### src/rtl/bnn_seq_ctrl.sv
// bnn_seq_ctrl: sequencer in front of the tiny single-layer BNN datapath.
// Loads the serial parameter chain from host bytes (MSB first), then runs
// inferences by writing the input vector as two nibbles and capturing axons.
// Optional macro BNN_READBACK_EN: captures the bits falling out of the chain
// tail during a load and returns them as readback bytes.
module bnn_seq_ctrl #(
  parameter int NEURONS         = 8,
  parameter int BITS_PER_NEURON = 12
) (
  input  logic       i_clk,
  input  logic       i_rst_n,
  input  logic       i_cfg_start,
  input  logic       i_cfg_valid,
  output logic       o_cfg_ready,
  input  logic [7:0] i_cfg_data,
  output logic       o_loaded,
  output logic       o_busy,
  input  logic       i_x_valid,
  output logic       o_x_ready,
  input  logic [7:0] i_x_data,
  output logic       o_y_valid,
  output logic [7:0] o_y_data,
  output logic       o_setup,
  output logic       o_param_bit,
  output logic       o_x_bank_hi,
  output logic [3:0] o_x_nibble,
  input  logic [7:0] i_axon,
  input  logic       i_param_tail,
  output logic       o_rd_valid,
  output logic [7:0] o_rd_data
);

  localparam int TOTAL_BITS = NEURONS * BITS_PER_NEURON;
  localparam int CW         = $clog2(TOTAL_BITS + 1);

  typedef enum logic [2:0] {
    S_IDLE,
    S_LOAD_WAIT,
    S_LOAD_SHIFT,
    S_READY,
    S_WR_LO,
    S_WR_HI,
    S_SETTLE
  } state_t;

  state_t          r_state;
  logic [CW-1:0]   r_bitCnt;
  logic [7:0]      r_shreg;
  logic [3:0]      r_remain;
  logic [7:0]      r_shadow;
  logic            r_cfgReady;
  logic            r_loaded;
  logic            r_busy;
  logic            r_xReady;
  logic            r_yValid;
  logic [7:0]      r_yData;
  logic            r_setup;
  logic            r_paramBit;
  logic            r_xBankHi;
  logic [3:0]      r_xNibble;

  logic [CW-1:0]   w_left;
  logic [3:0]      w_count8;
  logic            w_cfgFire;

  // Bits still missing from the chain decide how many bits of the next byte are used.
  assign w_left    = CW'(TOTAL_BITS) - r_bitCnt;
  assign w_count8  = (w_left >= CW'(8)) ? 4'd8 : w_left[3:0];
  assign w_cfgFire = (r_state == S_LOAD_WAIT) && i_cfg_valid;

  // Main sequencer: state plus every datapath-facing output, all registered.
  always_ff @(posedge i_clk or negedge i_rst_n) begin
    if (!i_rst_n) begin
      r_state    <= S_IDLE;
      r_bitCnt   <= '0;
      r_shreg    <= '0;
      r_remain   <= '0;
      r_shadow   <= '0;
      r_cfgReady <= 1'b0;
      r_loaded   <= 1'b0;
      r_busy     <= 1'b0;
      r_xReady   <= 1'b0;
      r_yValid   <= 1'b0;
      r_yData    <= '0;
      r_setup    <= 1'b0;
      r_paramBit <= 1'b0;
      r_xBankHi  <= 1'b0;
      r_xNibble  <= '0;
    end else begin
      r_yValid <= 1'b0;
      case (r_state)
        S_IDLE: begin
          if (i_cfg_start) begin
            r_state    <= S_LOAD_WAIT;
            r_bitCnt   <= '0;
            r_cfgReady <= 1'b1;
            r_busy     <= 1'b1;
          end
        end
        S_LOAD_WAIT: begin
          if (w_cfgFire) begin
            r_shreg    <= i_cfg_data;
            r_paramBit <= i_cfg_data[7];
            r_remain   <= w_count8;
            r_setup    <= 1'b1;
            r_cfgReady <= 1'b0;
            r_state    <= S_LOAD_SHIFT;
          end
        end
        S_LOAD_SHIFT: begin
          r_bitCnt <= r_bitCnt + CW'(1);
          r_shreg  <= {r_shreg[6:0], 1'b0};
          r_remain <= r_remain - 4'd1;
          if (r_remain == 4'd1) begin
            r_setup    <= 1'b0;
            r_paramBit <= 1'b0;
            if (r_bitCnt == CW'(TOTAL_BITS - 1)) begin
              r_state  <= S_READY;
              r_loaded <= 1'b1;
              r_busy   <= 1'b0;
              r_xReady <= 1'b1;
            end else begin
              r_state    <= S_LOAD_WAIT;
              r_cfgReady <= 1'b1;
            end
          end else begin
            r_paramBit <= r_shreg[6];
          end
        end
        S_READY: begin
          if (i_cfg_start) begin
            r_state    <= S_LOAD_WAIT;
            r_loaded   <= 1'b0;
            r_bitCnt   <= '0;
            r_cfgReady <= 1'b1;
            r_xReady   <= 1'b0;
            r_busy     <= 1'b1;
          end else if (i_x_valid) begin
            r_shadow  <= i_x_data;
            r_xBankHi <= 1'b0;
            r_xNibble <= i_x_data[3:0];
            r_xReady  <= 1'b0;
            r_busy    <= 1'b1;
            r_state   <= S_WR_LO;
          end
        end
        S_WR_LO: begin
          r_xBankHi <= 1'b1;
          r_xNibble <= r_shadow[7:4];
          r_state   <= S_WR_HI;
        end
        S_WR_HI: begin
          r_xBankHi <= 1'b0;
          r_xNibble <= r_shadow[3:0];
          r_state   <= S_SETTLE;
        end
        S_SETTLE: begin
          r_yData  <= i_axon;
          r_yValid <= 1'b1;
          r_xReady <= 1'b1;
          r_busy   <= 1'b0;
          r_state  <= S_READY;
        end
        default: begin
          r_state <= S_IDLE;
        end
      endcase
    end
  end

  assign o_cfg_ready = r_cfgReady;
  assign o_loaded    = r_loaded;
  assign o_busy      = r_busy;
  assign o_x_ready   = r_xReady;
  assign o_y_valid   = r_yValid;
  assign o_y_data    = r_yData;
  assign o_setup     = r_setup;
  assign o_param_bit = r_paramBit;
  assign o_x_bank_hi = r_xBankHi;
  assign o_x_nibble  = r_xNibble;

`ifdef BNN_READBACK_EN
  logic [7:0] r_cap;
  logic [3:0] r_byteBits;
  logic       r_rdValid;
  logic [7:0] r_rdData;
  logic [7:0] w_capNext;

  assign w_capNext = {r_cap[6:0], i_param_tail};

  // Collect the chain tail while shifting; stale bits fall off the top when left-aligning.
  always_ff @(posedge i_clk or negedge i_rst_n) begin
    if (!i_rst_n) begin
      r_cap      <= '0;
      r_byteBits <= '0;
      r_rdValid  <= 1'b0;
      r_rdData   <= '0;
    end else begin
      r_rdValid <= 1'b0;
      if (w_cfgFire) begin
        r_byteBits <= w_count8;
      end
      if (r_state == S_LOAD_SHIFT) begin
        r_cap <= w_capNext;
        if (r_remain == 4'd1) begin
          r_rdValid <= 1'b1;
          r_rdData  <= w_capNext << (4'd8 - r_byteBits);
        end
      end
    end
  end

  assign o_rd_valid = r_rdValid;
  assign o_rd_data  = r_rdData;
`else
  logic w_unusedTail;
  assign w_unusedTail = i_param_tail;
  assign o_rd_valid   = 1'b0;
  assign o_rd_data    = '0;
`endif

endmodule

### config.mk
export PLATFORM = sky130hd
export DESIGN_NAME = bnn_seq_ctrl
export DESIGN_NICKNAME = d
export VERILOG_FILES = /design/src/rtl/bnn_seq_ctrl.sv
export SDC_FILE = /design/constraint.sdc
export NUM_CORES = 1
export LEC_CHECK = 0
export ABC_AREA = 1
export BUFFER_PORTS_ARGS = -buffer_cell sky130_fd_sc_hd__buf_2
export CORE_ASPECT_RATIO = 1.1
export CORE_UTILIZATION = 54
export CTS_CLUSTER_DIAMETER = 50
export DETAILED_ROUTE_END_ITERATION = 6
export MAX_ROUTING_LAYER = met4
export PLACE_DENSITY = 0.79
export RECOVER_POWER = 100
export SYNTH_ARGS = -nofsm -noshare
export SYNTH_HDL_FRONTEND = slang
export SYNTH_SLANG_ARGS = --single-unit
### constraint.sdc
create_clock -name i_clk -period 2.1 [get_ports i_clk]
set_clock_uncertainty 0.15 [all_clocks]
set_input_delay 0.42 -clock i_clk [delete_from_list [all_inputs] [get_ports i_clk]]
set_output_delay 0.42 -clock i_clk [all_outputs]
set_load 0.01 [all_outputs]
==> summary.md, run 1 <==
| Metric | Value |
|---|---|
| Starting Density | a little under three fifths |
| Clock slew at the register clock pins of the worst setup and hold paths | approximately 90 ps |
| Pre-CTS WS | around 360 ps |
| Layout area overhead | 10.2% |
| Setup ws final | ~340 ps |
| Routability Congestion | about 0.9 |
| Min Tclk post-route | ~1800 ps |
| Setup_tns | 0 ps |
| CP Data Required Time | ~2200 ps |
| Num CTS Buffers | 5 |
| Critical setup path kind | reg2reg |
| Core Area | 4680 µm² |
| Vias per inst | between 4 and 5 |
| Vias in the first global route | between 2000 and 2500 |
| MaxCap Viol Count | 0 |
| Rel. slew slack | 21.9% |
| Mux contribution to synthesized area | 0% |
| Worst setup path start | r_state[2] |
| Async set or reset register ratio after synthesis | 100% |
| Tot Pwr | slightly above 4000 µW |
| Worst r2r src | r_state[2] |
| CP Max Fanout | 8 |
| Fin. Hold Viols | 0 |
| Gates resized, CTS repair | 0 |
| DRT Pass-1 Iters | 4 |
| Worst reg2reg endpoint | r_remain[2] |
| Postcts setup bufs | 0 |
| DRC errors left | 0 |
| Fin. max-slew vios | 0 |
| #FFs+latches synth | approximately 50 |
| Max Buffers Root-to-Sink | 2 |
| H-tree levels | 2 |
| Power Dens Cells | about 1400 nW/µm² |
| Synth Flop Type | dfrtp_1 |
| Compound-Gate Fraction of Synth Area | 6.41% |
| VDD IR-drop max | 0.692 mV |
| Worst R2R Setup Slack | roughly 340 ps |
| Fmax | 0.568 GHz |
| Nets | between 400 and 500 |
| First-pass GRT wire length | 8.57 mm |
| # rows | 26 |
| IO Pins | 59 |
| Post-DR wirelength/cell | approximately 11 µm |
| Finished Core Util | between 60% and 70% |
| HPWL after DPL | about 3.8 mm |
| Least-Margin Pin Slew | around 1200 ps |
| Clock Sinks | 49 |
| Critical Path End | r_remain[2] |
| Gate Count Post-Synth | 347 |
| Largest family of logic cells by synthesized area | simple AND/OR/NAND/NOR gates |
| Synth top cells by count | nand2_1 (130), dfrtp_1 (49), nand3_1 (31) |
| Clk root buf | clkbuf_8 |
| Crit. End Element | register |
| Post-synthesis xor/xnor area fraction | 0.983% |
| DR iter-0 viols | 165 |
| Avg Cell Area, Syn | 7.70 µm² |
| Die H | between 70 and 80 µm |
| Most numerous cell in the Yosys netlist | nand2_1 |
| Hold/Removal Path Class | in2reg |
| Final setup viols | 0 |
| Vias | roughly 2300 |
| Die ar. | around 5200 µm² |
| Layout cells sized above 1 | roughly 14% |
| Post-Synth Adder-Cell Area | 1.87% |
| Lkg Pwr | approximately 0.0016 µW |
| Status | complete, no violations |
| EDFF count, synth | 0 |
| Simple-gate area share of the yosys netlist | between 30% and 40% |
| Synth area leaders | dfrtp_1 (46%), nand2_1 (18%), nand3_1 (5.8%) |
| Diode count | 0 |
| ANT nets after route | 0 |
| Cell taking the most area after synthesis | dfrtp_1 |
| RSZ-0062 raised after global routing | no |
| Yosys cell types | 29 |
| Post-synthesis sequential area ratio | a little under half |
| Number of port buffers | between 40 and 50 |
| Pin count of the biggest net entering global routing | 50 |
| Clk_lat worst skew | 300 ps |
| Overall die width | ~70 µm |
| Post-synth top area share | between 40% and 50% |
| Crit share post-route | 83.8% |
| CTS tree | yes |
| GRT overflow | 0 |
| Total Wirelength | about 5.1 mm |
| Cts-stage hold buffer count | 0 |
| Worst setup SP type | register |
| Fin area | around 2900 µm² |
| Gr usage total | a little over a fifth |
| FF-to-FF path depth | 6 |
| Initial antenna violation count | 0 |
| Worst endpoint data arrival time | approximately 1800 ps |
| Number of fillers in the final layout | about 440 |
| Placed Area | between 2000 and 3000 µm² |
| Synth Warn # | 0 |
| Cell Area, Synth | around 2700 µm² |
[flip-flops by register name, indices dropped and copies added (netlist names)]
| signal | cells |
|---|---|
| r_shreg | 7 |
| r_shadow | 8 |
| o_cfg_ready | 1 |
| o_y_data | 8 |
| o_x_nibble | 4 |
| o_y_valid | 1 |
| o_x_ready | 1 |
| o_busy | 1 |
| o_loaded | 1 |
| o_x_bank_hi | 1 |
| r_bitCnt | 7 |
| r_remain | 4 |
| o_setup | 1 |
| r_state | 3 |
| o_param_bit | 1 |
[area by class of cell]
class / instances / area [µm²] / area share [%]
timing repair buffer: 51 / 235 / 7.99
sequential: 49 / 1230 / 41.6
inverter: 37 / 143 / 4.84
clock inverter: 1 / 7.51 / 0.255
clock buffer: 7 / 76.3 / 2.59
multi-input combinational: 254 / 1190 / 40.3
tap: 56 / 70.1 / 2.38
[worst max-delay path, stage by stage (launching register included)]
cell	delay, ps
dfrtp_1	450
inv_1	310
nand4_4	200
nand2_1	260
inv_4	90
nor2_1	130
a21oi_2	70
[worst min-delay path by stage]
stage | startpoint | endpoint | slack (ps) | cells after the start
global placement | o_busy | o_busy | 300 | 2
floorplan | i_rst_n | o_busy | -30 | 0
global route | i_axon[0] | o_y_data[0] | 150 | 3
finish | i_axon[6] | o_y_data[6] | 160 | 3
CTS | i_rst_n | r_shreg[6] | 80 | 2
detailed placement | o_x_nibble[2] | o_x_nibble[2] | 300 | 2
[through the flow]
step           hold slack, ps  cells
2_1_floorplan           -25.6    355
3_3_place_gp              302    447
3_5_place_dp              304    447
4_1_cts                  82.3    455
5_1_grt                   152    455
6_report                  156    455
[cells in the final DEF (no fill, tap or decap), drive strengths merged]
cell	netlist	final
or2	2	2
a21oi	5	5
clkinv	2	2
clkinvlp	0	1
buf	15	30
o22ai	2	2
ha	4	4
inv	35	35
xor2	3	3
conb	1	9
nand2	139	139
o21ai	23	23
clkbuf	0	28
nand3	32	32
nand4	5	5
dfrtp	49	49
nor2	30	30
[metal layers]
layer / vias up / wire (µm) / global-route usage [%]
li1: 1168 / - / -
met4: 0 / 71 / 8.39
met3: 7 / 181 / 4.89
met1: 1037 / 2250 / 24.0
met5: - / 0 / -
met2: 49 / 2580 / 38.0
[kinds of logic (layout without fill, tap and decap cells)]
| logic type | Yosys count | after routing |
|---|---|---|
| other | 1 | 9 |
| AO/OA/AOI/OAI | 30 | 30 |
| buffers and inverters | 52 | 96 |
| XOR/XNOR | 3 | 3 |
| flip-flops | 49 | 49 |
| AND/OR/NAND/NOR | 208 | 208 |
| adder cells (fa/ha/maj) | 4 | 4 |
[where the power goes]
| part | total [µW] | switching, µW | internal [µW] |
|---|---|---|---|
| clock | 536 | 300 | 236 |
| sequential | 1650 | 291 | 1360 |
| combinational | 1860 | 1210 | 650 |
| total | 4040 | 1800 | 2250 |
Power figures use the tool's default switching activity.
==> inputs of run 2 (changes only) <==
--- a/config.mk
+++ b/config.mk
@@ -8,11 +8,11 @@
 export ABC_AREA = 1
 export BUFFER_PORTS_ARGS = -buffer_cell sky130_fd_sc_hd__buf_2
 export CORE_ASPECT_RATIO = 1.1
-export CORE_UTILIZATION = 54
+export CORE_UTILIZATION = 49
 export CTS_CLUSTER_DIAMETER = 50
 export DETAILED_ROUTE_END_ITERATION = 6
 export MAX_ROUTING_LAYER = met4
-export PLACE_DENSITY = 0.79
+export PLACE_DENSITY = 0.76
 export RECOVER_POWER = 100
 export SYNTH_ARGS = -nofsm -noshare
 export SYNTH_HDL_FRONTEND = slang
==> constraint.sdc (replaced) <==
create_clock -name i_clk -period 1.4 [get_ports i_clk]
set_clock_uncertainty 0.15 [all_clocks]
set_input_delay 0.28 -clock i_clk [delete_from_list [all_inputs] [get_ports i_clk]]
set_output_delay 0.28 -clock i_clk [all_outputs]
set_load 0.01 [all_outputs]
==> run 2 against run 1 <==
  * The flow now finishes with violations (negative setup slack)
  * Combinational power rose to 2.5 times the previous value
  * First-iteration DRC count fell by 3.0%
  * Clock power rose by 88%
  * Critical path depth rose by 1
  * Fmax rose by 19%
  * Final cell count rose by 15%
  * Design area rose by 30%
  * Worst setup slack got worse by 420 ps
  * Power rose by 100%
  * Critical path type unchanged
==> summary.md, run 2 (synthesis gave the netlist of run 1 again) <==
| Metric | Value |
|---|---|
| DR iter-0 viols | 160 (-3.0%) |
| CP Max Fanout | 5 (-3) |
| Clk_lat worst skew | 310 ps (about the same) |
| Commonest non-fill, non-tap cell in the layout | nand2_1 |
| CTS tree | yes |
| Num CTS Buffers | 5 (unchanged) |
| VDD IR-drop max | 1.35 mV (+95%) |
| Placed Area | 3230 µm² (+11%) |
| CP Data Required Time | 1490 ps (-660 ps) |
| Pin count of the biggest net entering global routing | 24 (-52%) |
| IO Pins | 59 (unchanged) |
| Failing checks | negative setup slack |
| H-tree levels | 2 (unchanged) |
| HPWL after DPL | 4.36 mm (+15%) |
| Grt met2 use | 41.8% (+3.8 points) |
| ANT nets after route | 0 (unchanged) |
| Total Wirelength | 6.66 mm (+31%) |
| Critical setup path kind | reg2reg |
| DRC errors left | 0 (unchanged) |
| Fin area | 3820 µm² (+30%) |
| Crit. End Element | register |
| Clock slew at the register clock pins of the worst setup and hold paths | 90 ps (about the same) |
| Number of port buffers | 48 (unchanged) |
| Leading cell types in the layout, fill and taps excluded | nand2_1 (107), dfrtp_1 (46), buf_4 (40) |
| Critical Path End | o_loaded |
| Final setup viols | 34 (+34) |
| Die H | 79.5 µm (+4.8%) |
| Crit share post-route | 106% (+22 points) |
| Power Dens Cells | 2160 nW/µm² (+57%) |
| Post-DR wirelength/cell | 12.7 µm (+14%) |
| Fin. Hold Viols | 0 (unchanged) |
| Fmax | 0.676 GHz (+19%) |
| Pre-CTS WS | -160 ps (-523 ps) |
| Routability Congestion | 0.910 (+1.5%) |
| Worst R2R Setup Slack | -80 ps (-420 ps) |
| Initial antenna violation count | 0 (unchanged) |
| Worst reg2reg endpoint | o_loaded |
| GRT overflow | 0 (unchanged) |
| Hold slack | 14.4 ps (-141 ps) |
| Lkg Pwr | 0.00195 µW (+25%) |
| Worst setup SP type | register |
| Most Used Layer, Global Route | met2 |
| Starting Density | 52.0% (-5.0 points) |
| Status | complete, but fails checks |
| Clock Sinks | 49 (unchanged) |
| Worst setup path start | r_state[2] |
| Worst endpoint data arrival time | 1570 ps (-240 ps) |
| Nets | 485 (+12%) |
| Die ar. | 5750 µm² (+9.9%) |
| MaxCap Viol Count | 0 (unchanged) |
| RSZ-0062 raised after global routing | yes |
| Gr usage total | 24.3% (+2.8 points) |
| Min Tclk post-route | 1480 ps (-279 ps) |
| DRT Pass-1 Iters | 4 (unchanged) |
| Vias in the first global route | 2381 (+16%) |
| Vias | 2566 (+13%) |
| Overall die width | 72.4 µm (+4.8%) |
| Worst r2r src | r_state[2] |
| Fin. max-slew vios | 0 (unchanged) |
| GRT met3 Usage | 4.04% (-0.85 points) |
| Max Buffers Root-to-Sink | 2 (unchanged) |
| First-pass GRT wire length | 10.5 mm (+23%) |
| Hold/Removal Path Class | in2reg |
| Vias per inst | 4.90 (-1.5%) |
| FF-to-FF path depth | 7 (+1) |
| # rows | 27 (+3.8%) |
| Met1 Use GR | 28.7% (+4.7 points) |
| Core Area | 5130 µm² (+9.6%) |
| Layout area overhead | 42.8% |
| Clk root buf | clkbuf_8 |
| Setup ws final | -79.7 ps (-421 ps) |
| Layout cells sized above 1 | 40.3% (+27 points) |
| Diode count | 0 (unchanged) |
==> run 2: cell count changes in the layout (fill, tap and decap cells not counted), sizes merged <==
cell         change
bufinv           +1
clkinv           +1
clkbuf           -5
clkinvlp         -1
buf             +55
dlygate4sd3      +2
==> run 2: repair_timing <==
action	4_1_cts	5_1_grt
setup endpoints to repair	38	47
resized for setup	43	66
buffers inserted	9	8
cloned	0	1
pin swaps	13	12
endpoints found under the hold margin	13	1
hold buffers	1	1
==> run 2: where the power goes <==
group | switching (µW) | leakage, µW | internal (µW)
Sequential | 508 | 0.000604 | 2050
Combinational | 2560 | 0.00129 | 2100
Clock | 480 | 0.0000552 | 531
Total | 3550 | 0.00195 | 4690
==> run 2: layer usage <==
layer	share of wire [%]	up-vias
li1	-	1272
met1	40	1210
met3	3.8	12
met4	1.7	0
met2	55	72
met5	0	-
==> run 2: stage by stage <==
| step | TNS, ps | total power, µW | cells | util (%) |
|---|---|---|---|---|
| 4_1_cts | -443 | 7510 | 514 | 69.1 |
| 6_report | -1210 | 8230 | 524 | 74.3 |
| 3_3_place_gp | -1100 | 5800 | 496 | 62.8 |
| 3_5_place_dp | -1940 | 5950 | 496 | 62.8 |
| 2_1_floorplan | -9.25 | 4720 | 355 | - |
| 5_1_grt | -4330 | 8910 | 524 | 74.3 |
==> run 2: layout make-up <==
type                    instances  area, µm²
inverters                      37        160
repair buffers                104        726
well taps                      72       90.1
multi-input cells             254       1500
fillers                       374       1320
flip-flops and latches         49       1230
clock buffers                   6       72.6
clock inverters                 2       35.0
==> run 2: worst min-delay path by stage <==
stage | depth (start not counted) | from | endpoint
2_1_floorplan | 0 | i_rst_n | o_busy
3_3_place_gp | 1 | i_rst_n | r_bitCnt[5]
3_5_place_dp | 1 | i_rst_n | r_bitCnt[5]
4_1_cts | 3 | i_axon[0] | o_y_data[0]
5_1_grt | 3 | i_axon[5] | o_y_data[5]
6_report | 3 | i_axon[1] | o_y_data[1]
==> run 2: critical path, cell delays in order (launching register included) <==
cell     delay (ps)
dfrtp_2         490
buf_4           170
nor2_4          150
buf_4           140
nand2_2          70
nor2_1          100
nor2_1           50
nor2_1          110
